--- src/rtl/coreaxitoahbl_pkg.sv ---
// Shared definitions for the AXI write-strobe analyser: burst FSM encoding,
// AHB HSIZE codes and a constant-foldable ceil-log2 helper.
package coreaxitoahbl_pkg;

  typedef enum logic [1:0] {
    ST_IDLE  = 2'd0,
    ST_BURST = 2'd1,
    ST_ERR   = 2'd2
  } burst_state_e;

  localparam logic [2:0] HSIZE_BYTE   = 3'd0;
  localparam logic [2:0] HSIZE_HWORD  = 3'd1;
  localparam logic [2:0] HSIZE_WORD   = 3'd2;
  localparam logic [2:0] HSIZE_DWORD  = 3'd3;
  localparam logic [2:0] HSIZE_16BYTE = 3'd4;

  function automatic int clog2(input int value);
    int res;
    res = 32'sd0;
    for (int i = 32'sd0; i < 32'sd31; i++) begin
      res = ((32'sd1 << i) < value) ? (i + 32'sd1) : res;
    end
    return res;
  endfunction

endpackage

--- src/rtl/coreaxitoahbl_strb_decode.sv ---
// Combinational strobe decoder: lane popcount, lowest active lane, run
// contiguity and AHB single-transfer legality for an STRB_W-lane strobe.
module coreaxitoahbl_strb_decode
  import coreaxitoahbl_pkg::*;
#(
  parameter int STRB_W = 8
) (
  input  logic [STRB_W-1:0]        strb_i,
  output logic [clog2(STRB_W):0]   pop_o,
  output logic [clog2(STRB_W)-1:0] first_o,
  output logic                     contig_o,
  output logic                     single_o
);

  localparam int CNT_W = clog2(STRB_W) + 1;
  localparam int FB_W  = clog2(STRB_W);

  logic [STRB_W:0]  ext_s;
  logic [CNT_W-1:0] rises_s;
  logic [CNT_W-1:0] align_s;

  // A run starts wherever a lane is set and the lane below it is clear
  always_comb begin
    ext_s   = {strb_i, 1'b0};
    pop_o   = {CNT_W{1'b0}};
    rises_s = {CNT_W{1'b0}};
    first_o = {FB_W{1'b0}};
    for (int i = STRB_W - 1; i >= 0; i--) begin
      pop_o   = pop_o + CNT_W'(strb_i[i]);
      rises_s = rises_s + CNT_W'(ext_s[i+1] & ~ext_s[i]);
      first_o = strb_i[i] ? FB_W'(i) : first_o;
    end
  end

  // Legal single transfer: one power-of-two run, naturally aligned
  always_comb begin
    contig_o = (rises_s <= CNT_W'(1));
    align_s  = {1'b0, first_o} & (pop_o - CNT_W'(1));
    single_o = contig_o
            && (pop_o != {CNT_W{1'b0}})
            && ((pop_o & (pop_o - CNT_W'(1))) == {CNT_W{1'b0}})
            && (align_s == {CNT_W{1'b0}});
  end

endmodule

--- src/rtl/coreaxitoahbl_wstrb_beat_analyser.sv ---
// Per-beat / per-burst W-strobe analyser with one registered result stage.
// Optional macro COREAXITOAHBL_WSTRB_ZERO_DROP_EN suppresses empty non-last beats.
module coreaxitoahbl_wstrb_beat_analyser
  import coreaxitoahbl_pkg::*;
#(
  parameter int DATA_WIDTH    = 64,
  parameter int MAX_BURST_LEN = 16
) (
  input  logic                                          ACLK,
  input  logic                                          ARESET,
  input  logic                                          WVALID,
  output logic                                          WREADY,
  input  logic [DATA_WIDTH/8-1:0]                       WSTRBIn,
  input  logic                                          WLASTIn,
  output logic                                          beatValid,
  input  logic                                          beatReady,
  output logic [clog2(DATA_WIDTH/8):0]                  noValidBytes,
  output logic [clog2(DATA_WIDTH/8)-1:0]                firstByte,
  output logic                                          contiguous,
  output logic                                          singleXfer,
  output logic [2:0]                                    hsizeOut,
  output logic [clog2(MAX_BURST_LEN):0]                 beatIdx,
  output logic [clog2(MAX_BURST_LEN*(DATA_WIDTH/8)):0]  burstBytes,
  output logic                                          lastOut,
  output logic                                          lenErr
);

  localparam int STRB_W  = DATA_WIDTH / 8;
  localparam int CNT_W   = clog2(STRB_W) + 1;
  localparam int FB_W    = clog2(STRB_W);
  localparam int IDX_W   = clog2(MAX_BURST_LEN) + 1;
  localparam int BYTES_W = clog2(MAX_BURST_LEN * STRB_W) + 1;

  burst_state_e     state_q, state_d;
  logic [IDX_W-1:0]   idx_q, idx_d, idx_new_s;
  logic [BYTES_W-1:0] bytes_q, bytes_d, bytes_new_s;
  logic [BYTES_W:0]   sum_s;
  logic               err_q, err_d;
  logic               valid_q, valid_d;
  logic [CNT_W-1:0]   pop_q, pop_d, pop_s;
  logic [FB_W-1:0]    first_q, first_d, first_s;
  logic               contig_q, contig_d, contig_s;
  logic               single_q, single_d, single_s;
  logic [2:0]         hsize_q, hsize_d, hsize_s;
  logic               last_q, last_d;
  logic               accept_s, fwd_s, drop_s, limit_s;

  coreaxitoahbl_strb_decode #(
    .STRB_W (STRB_W)
  ) u_decode (
    .strb_i   (WSTRBIn),
    .pop_o    (pop_s),
    .first_o  (first_s),
    .contig_o (contig_s),
    .single_o (single_s)
  );

`ifdef COREAXITOAHBL_WSTRB_ZERO_DROP_EN
  assign drop_s = (pop_s == {CNT_W{1'b0}}) && !WLASTIn;
`else
  assign drop_s = 1'b0;
`endif

  assign WREADY   = !ARESET && (!valid_q || beatReady);
  assign accept_s = WVALID && WREADY;
  assign fwd_s    = accept_s && !drop_s;

  // HSIZE code of a legal single transfer
  always_comb begin
    if (single_s) begin
      case (32'(pop_s))
        32'd1:   hsize_s = HSIZE_BYTE;
        32'd2:   hsize_s = HSIZE_HWORD;
        32'd4:   hsize_s = HSIZE_WORD;
        32'd8:   hsize_s = HSIZE_DWORD;
        32'd16:  hsize_s = HSIZE_16BYTE;
        default: hsize_s = HSIZE_BYTE;
      endcase
    end else begin
      hsize_s = HSIZE_BYTE;
    end
  end

  // State, result and accumulator registers
  always_ff @(posedge ACLK) begin
    if (ARESET) begin
      state_q  <= ST_IDLE;
      idx_q    <= {IDX_W{1'b0}};
      bytes_q  <= {BYTES_W{1'b0}};
      err_q    <= 1'b0;
      valid_q  <= 1'b0;
      pop_q    <= {CNT_W{1'b0}};
      first_q  <= {FB_W{1'b0}};
      contig_q <= 1'b0;
      single_q <= 1'b0;
      hsize_q  <= 3'd0;
      last_q   <= 1'b0;
    end else begin
      state_q  <= state_d;
      idx_q    <= idx_d;
      bytes_q  <= bytes_d;
      err_q    <= err_d;
      valid_q  <= valid_d;
      pop_q    <= pop_d;
      first_q  <= first_d;
      contig_q <= contig_d;
      single_q <= single_d;
      hsize_q  <= hsize_d;
      last_q   <= last_d;
    end
  end

  // Burst FSM; the length limit only matters for a non-last beat
  always_comb begin
    state_d = state_q;
    case (state_q)
      ST_IDLE, ST_BURST: begin
        if (!accept_s) begin
          state_d = state_q;
        end else if (WLASTIn) begin
          state_d = ST_IDLE;
        end else if (limit_s) begin
          state_d = ST_ERR;
        end else begin
          state_d = ST_BURST;
        end
      end
      ST_ERR: begin
        if (accept_s && WLASTIn) begin
          state_d = ST_IDLE;
        end else begin
          state_d = ST_ERR;
        end
      end
      default: state_d = ST_IDLE;
    endcase
  end

  // Beat index / byte accumulation (both saturate once past the limit)
  always_comb begin
    sum_s = {1'b0, bytes_q} + (BYTES_W+1)'(pop_s);
    if (state_q == ST_IDLE) begin
      idx_new_s   = {IDX_W{1'b0}};
      bytes_new_s = BYTES_W'(pop_s);
    end else begin
      idx_new_s   = (idx_q >= IDX_W'(MAX_BURST_LEN)) ? idx_q : (idx_q + IDX_W'(1));
      bytes_new_s = sum_s[BYTES_W] ? {BYTES_W{1'b1}} : sum_s[BYTES_W-1:0];
    end
    limit_s = (idx_new_s == IDX_W'(MAX_BURST_LEN - 1));
    err_d   = err_q | (accept_s & limit_s & ~WLASTIn);
    if (accept_s) begin
      idx_d   = idx_new_s;
      bytes_d = bytes_new_s;
    end else begin
      idx_d   = idx_q;
      bytes_d = bytes_q;
    end
    if (fwd_s) begin
      valid_d  = 1'b1;
      pop_d    = pop_s;
      first_d  = first_s;
      contig_d = contig_s;
      single_d = single_s;
      hsize_d  = hsize_s;
      last_d   = WLASTIn;
    end else begin
      valid_d  = (accept_s || beatReady) ? 1'b0 : valid_q;
      pop_d    = pop_q;
      first_d  = first_q;
      contig_d = contig_q;
      single_d = single_q;
      hsize_d  = hsize_q;
      last_d   = last_q;
    end
  end

  assign beatValid    = valid_q;
  assign noValidBytes = pop_q;
  assign firstByte    = first_q;
  assign contiguous   = contig_q;
  assign singleXfer   = single_q;
  assign hsizeOut     = hsize_q;
  assign beatIdx      = idx_q;
  assign burstBytes   = bytes_q;
  assign lastOut      = last_q;
  assign lenErr       = err_q;

endmodule

--- config.mk ---
export PLATFORM = sky130hd
export DESIGN_NAME = coreaxitoahbl_wstrb_beat_analyser
export DESIGN_NICKNAME = d
export VERILOG_FILES = /design/src/rtl/coreaxitoahbl_pkg.sv /design/src/rtl/coreaxitoahbl_strb_decode.sv /design/src/rtl/coreaxitoahbl_wstrb_beat_analyser.sv
export SDC_FILE = /design/constraint.sdc
export NUM_CORES = 1
export LEC_CHECK = 0
export CORE_MARGIN = 3
export CORE_UTILIZATION = 40
export CTS_CLUSTER_SIZE = 28
export DETAILED_ROUTE_END_ITERATION = 12
export GPL_TIMING_DRIVEN = 0
export PLACE_DENSITY = 0.71
export SETUP_SLACK_MARGIN = 0.2
export SLEW_MARGIN = 10
export SYNTH_ARGS = -nofsm -noshare
export SYNTH_HDL_FRONTEND = slang
export SYNTH_HIERARCHICAL = 1
export SYNTH_SLANG_ARGS = --single-unit
--- constraint.sdc ---
create_clock -name ACLK -period 5.31 [get_ports ACLK]
set_clock_uncertainty 0.05 [all_clocks]
set_input_delay 0.531 -clock ACLK [delete_from_list [all_inputs] [get_ports ACLK]]
set_output_delay 0.531 -clock ACLK [all_outputs]
set_load 0.1 [all_outputs]
==> flow_metrics.tcl <==
set metrics [dict create \
    core_area_mm2 0.00482 \
    n_fill_cell 481 \
    mappedNetlistNets 281 \
    pwr-share-clk 0.253 \
    clk_pin_slew_ns 0.07 \
    place_hpwl_um 3670 \
    drcViolationCount 0 \
    ys_seq_area_frac 0.285 \
    clk_latency_ns 0.29 \
    p_sw_uw 340 \
    drtIter0Drc 96 \
    dpl-instance-area_mm2 0.00251 \
    max_freq_mhz 205 \
    grt_usage 0.174 \
    cts_sinks 29 \
    p_total_uw 821 \
    wl_per_cell_um 13.7 \
    numCtsBuffers 5 \
    cp-end-kind "flip-flop" \
    port-buffer-count 39 \
    worst_pin_slew_ns 0.975 \
    fin_util 0.551 \
    netlist_area_mm2 0.00204 \
    grt_setup_unrepaired "no" \
    hold_viol 0 \
    cts_hold_buf 0 \
    gp_congestion 0.840 \
    initial_utilization 0.423 \
    period_share 0.917 \
    ys.flop_type "dfxtp_1" \
    grt_start_max_net_pins 11 \
    drt-total-wl_um 4910 \
    cts_tree "yes" \
    worstPathRequired_ns 5.48 \
    final_nets 330 \
    n_antenna_cell 0 \
    gr-total-overflow 0 \
    dieWidth_um 77.4 \
    grt_first_pass_wirelength_um 8340 \
    startpoint_type "input pin" \
    dieArea_mm2 0.00598 \
    drtAntennaViolNets 0 \
    critPathKind "input pin to flip-flop" \
    area.growth.synth_to_final_pct 30.4 \
    vias 1866 \
    arrival_ns 5.04 \
    swShare 0.414 \
    maxSlewViolCount 0 \
    die_h_um 77.4 \
    ys_types 51 \
    grt_pass1_vias 1761 \
    root_buffer "clkbuf_8" \
    relSlewSlack 0.348 \
    rows 25 \
    register_area_um2 581 \
    drv_cap 0 \
    internal-power_uw 481 \
    period_minus_slack_ns 4.87 \
    ir_worst_vdd_mv 0.262 \
    pwr_density_cell_mw_per_mm2 309 \
    synth_warnings 6 \
    multi_input_area_mm2 0.00131 \
    leakagePower_nw 1.11 \
    setup_viol 0 \
    cts.path.max_buffers 2 \
    comb_power_share 0.458 \
    crit_fanout 5 \
    async_reset_ff_frac 0 \
    first_pass_iters 4 \
    seqPwrFrac 0.289 \
    synth-seq-cells 29 \
    viasPerCell 5.20 \
    postLayoutCellArea_mm2 0.00266 \
    ios 42 \
    grt_antenna_before_repair 0 \
    drive_above_1_share 0.103 \
    synth_area_per_cell_um2 8.42 \
    syn-instance-count 242 \
    hp-class "flip-flop to flip-flop" \
    synth-edff-count 0 \
    status "finished clean" \
    htree_levels 2 \
]
[power by group through the flow]
stage | clock (mW) | combinational (mW) | sequential [mW]
floorplan | 0 | 0.186 | 0.319
global placement | 0 | 0.334 | 0.242
detailed placement | 0 | 0.344 | 0.242
CTS | 0.208 | 0.369 | 0.237
global route | 0.224 | 0.411 | 0.239
finish | 0.208 | 0.376 | 0.237
[placed cells by master, fill, tap and decap left out, types with 5 or more instances in the layout]
cell             Yosys  final
a21oi_1             13     13
inv_1               33     31
fa_1                 8      7
nor3_1               6      6
nor2_1              15     15
clkdlybuf4s50_1      0     34
ha_1                18     18
o21ai_0             10     10
nand2_1             29     29
a21o_1               5      5
dfxtp_1             29     29
clkbuf_8             0      7
[Yosys cell counts (2+ instances only)]
cell / count / area [µm²]
a2111oi_0: 4 / 35.0
nand2_1: 29 / 109
a22o_1: 3 / 26.3
and3_1: 3 / 18.8
nand4_1: 3 / 18.8
xnor2_1: 3 / 26.3
fa_1: 8 / 160
nand3_1: 2 / 10.0
a32o_1: 2 / 20.0
nor4_1: 4 / 25.0
buf_2: 4 / 20.0
nand2b_1: 3 / 18.8
or4_1: 3 / 22.5
a21o_1: 5 / 37.5
a211oi_1: 4 / 30.0
inv_1: 33 / 124
o21ai_0: 10 / 50.1
xor2_1: 2 / 17.5
and2_1: 2 / 12.5
ha_1: 18 / 225
a31oi_1: 3 / 18.8
nor3b_1: 2 / 15.0
dfxtp_1: 29 / 581
nor2_1: 15 / 56.3
a21oi_1: 13 / 65.1
nor2b_1: 2 / 12.5
o2bb2ai_1: 3 / 26.3
nor3_1: 6 / 30.0
clkbuf_1: 2 / 7.51
[final timing paths]
check        slack (ns)  cells past startpoint       endpoint     startpoint
max reg2reg        2.92                      7  burstBytes[1]  burstBytes[0]
min reg2reg        0.40                      2         lenErr         lenErr
max                0.44                     18    hsizeOut[0]     WSTRBIn[1]
min                0.40                      2         lenErr         lenErr
[registers in the layout, indices dropped and copies added, names as in the netlist]
signal        count
beatIdx           5
contiguous        1
state_q           2
lenErr            1
singleXfer        1
beatValid         1
noValidBytes      4
lastOut           1
firstByte         3
burstBytes        8
hsizeOut          2
[cell type report]
class | instances | share of cell area
clock buffer | 7 | 0.0363
tap | 67 | 0.0316
clock inverter | 1 | 0.00188
inverter | 33 | 0.0466
multi-input combinational | 172 | 0.493
timing repair buffer | 42 | 0.155
sequential | 29 | 0.219
buffer | 8 | 0.0174
[critical path, cell delays in order]
cell	delay, ns
clkdlybuf4s15_1	0.22
inv_2	0.09
fa_1	0.52
fa_1	0.43
fa_1	0.50
inv_1	0.04
ha_1	0.20
fa_2	0.43
inv_1	0.09
ha_1	0.17
inv_1	0.07
ha_1	0.28
nor3_1	0.05
a2111o_1	0.33
a2111oi_4	0.36
nand2b_1	0.10
or4_1	0.48
a21oi_1	0.15
[through the flow]
step | hold WS [ns] | cells | worst slack, ns | TNS, ns
2_1_floorplan | 0.422 | 242 | 0.476 | 0
3_3_place_gp | 0.390 | 348 | -0.396 | -1.00
3_5_place_dp | 0.393 | 348 | -0.490 | -1.51
4_1_cts | 0.404 | 358 | 0.324 | 0
5_1_grt | 0.408 | 359 | 0.194 | 0
6_report | 0.403 | 359 | 0.440 | 0
[cell families (layout without fill, tap and decap cells)]
kind of cell | count (synthesis) | count (layout) | share of synthesized area
AND/OR/NAND/NOR | 81 | 81 | 0.211
AO/OA/AOI/OAI | 58 | 58 | 0.202
buffers and inverters | 41 | 91 | 0.0835
flip-flops | 29 | 29 | 0.285
adder cells (fa/ha/maj) | 26 | 26 | 0.189
XOR/XNOR | 5 | 5 | 0.0215
other | 1 | 1 | 0.00184
multiplexers | 1 | 1 | 0.00553
[what timing repair did]
item	4_1_cts	5_1_grt
resized for setup	8	5
pin swaps	3	2
buffers inserted	2	1
endpoints found under the setup margin	6	5
[metal layers]
layer | wire length, µm | part of all wire | vias up | GRT usage
met5 | 0 | 0 | - | 0
met2 | 2150 | 0.44 | 40 | 0.257
met3 | 235 | 0.048 | 8 | 0.0487
met4 | 84 | 0.017 | 0 | 0.0641
li1 | - | - | 940 | -
met1 | 2440 | 0.50 | 878 | 0.242
No activity file was read; power rests on OpenSTA's default activity.
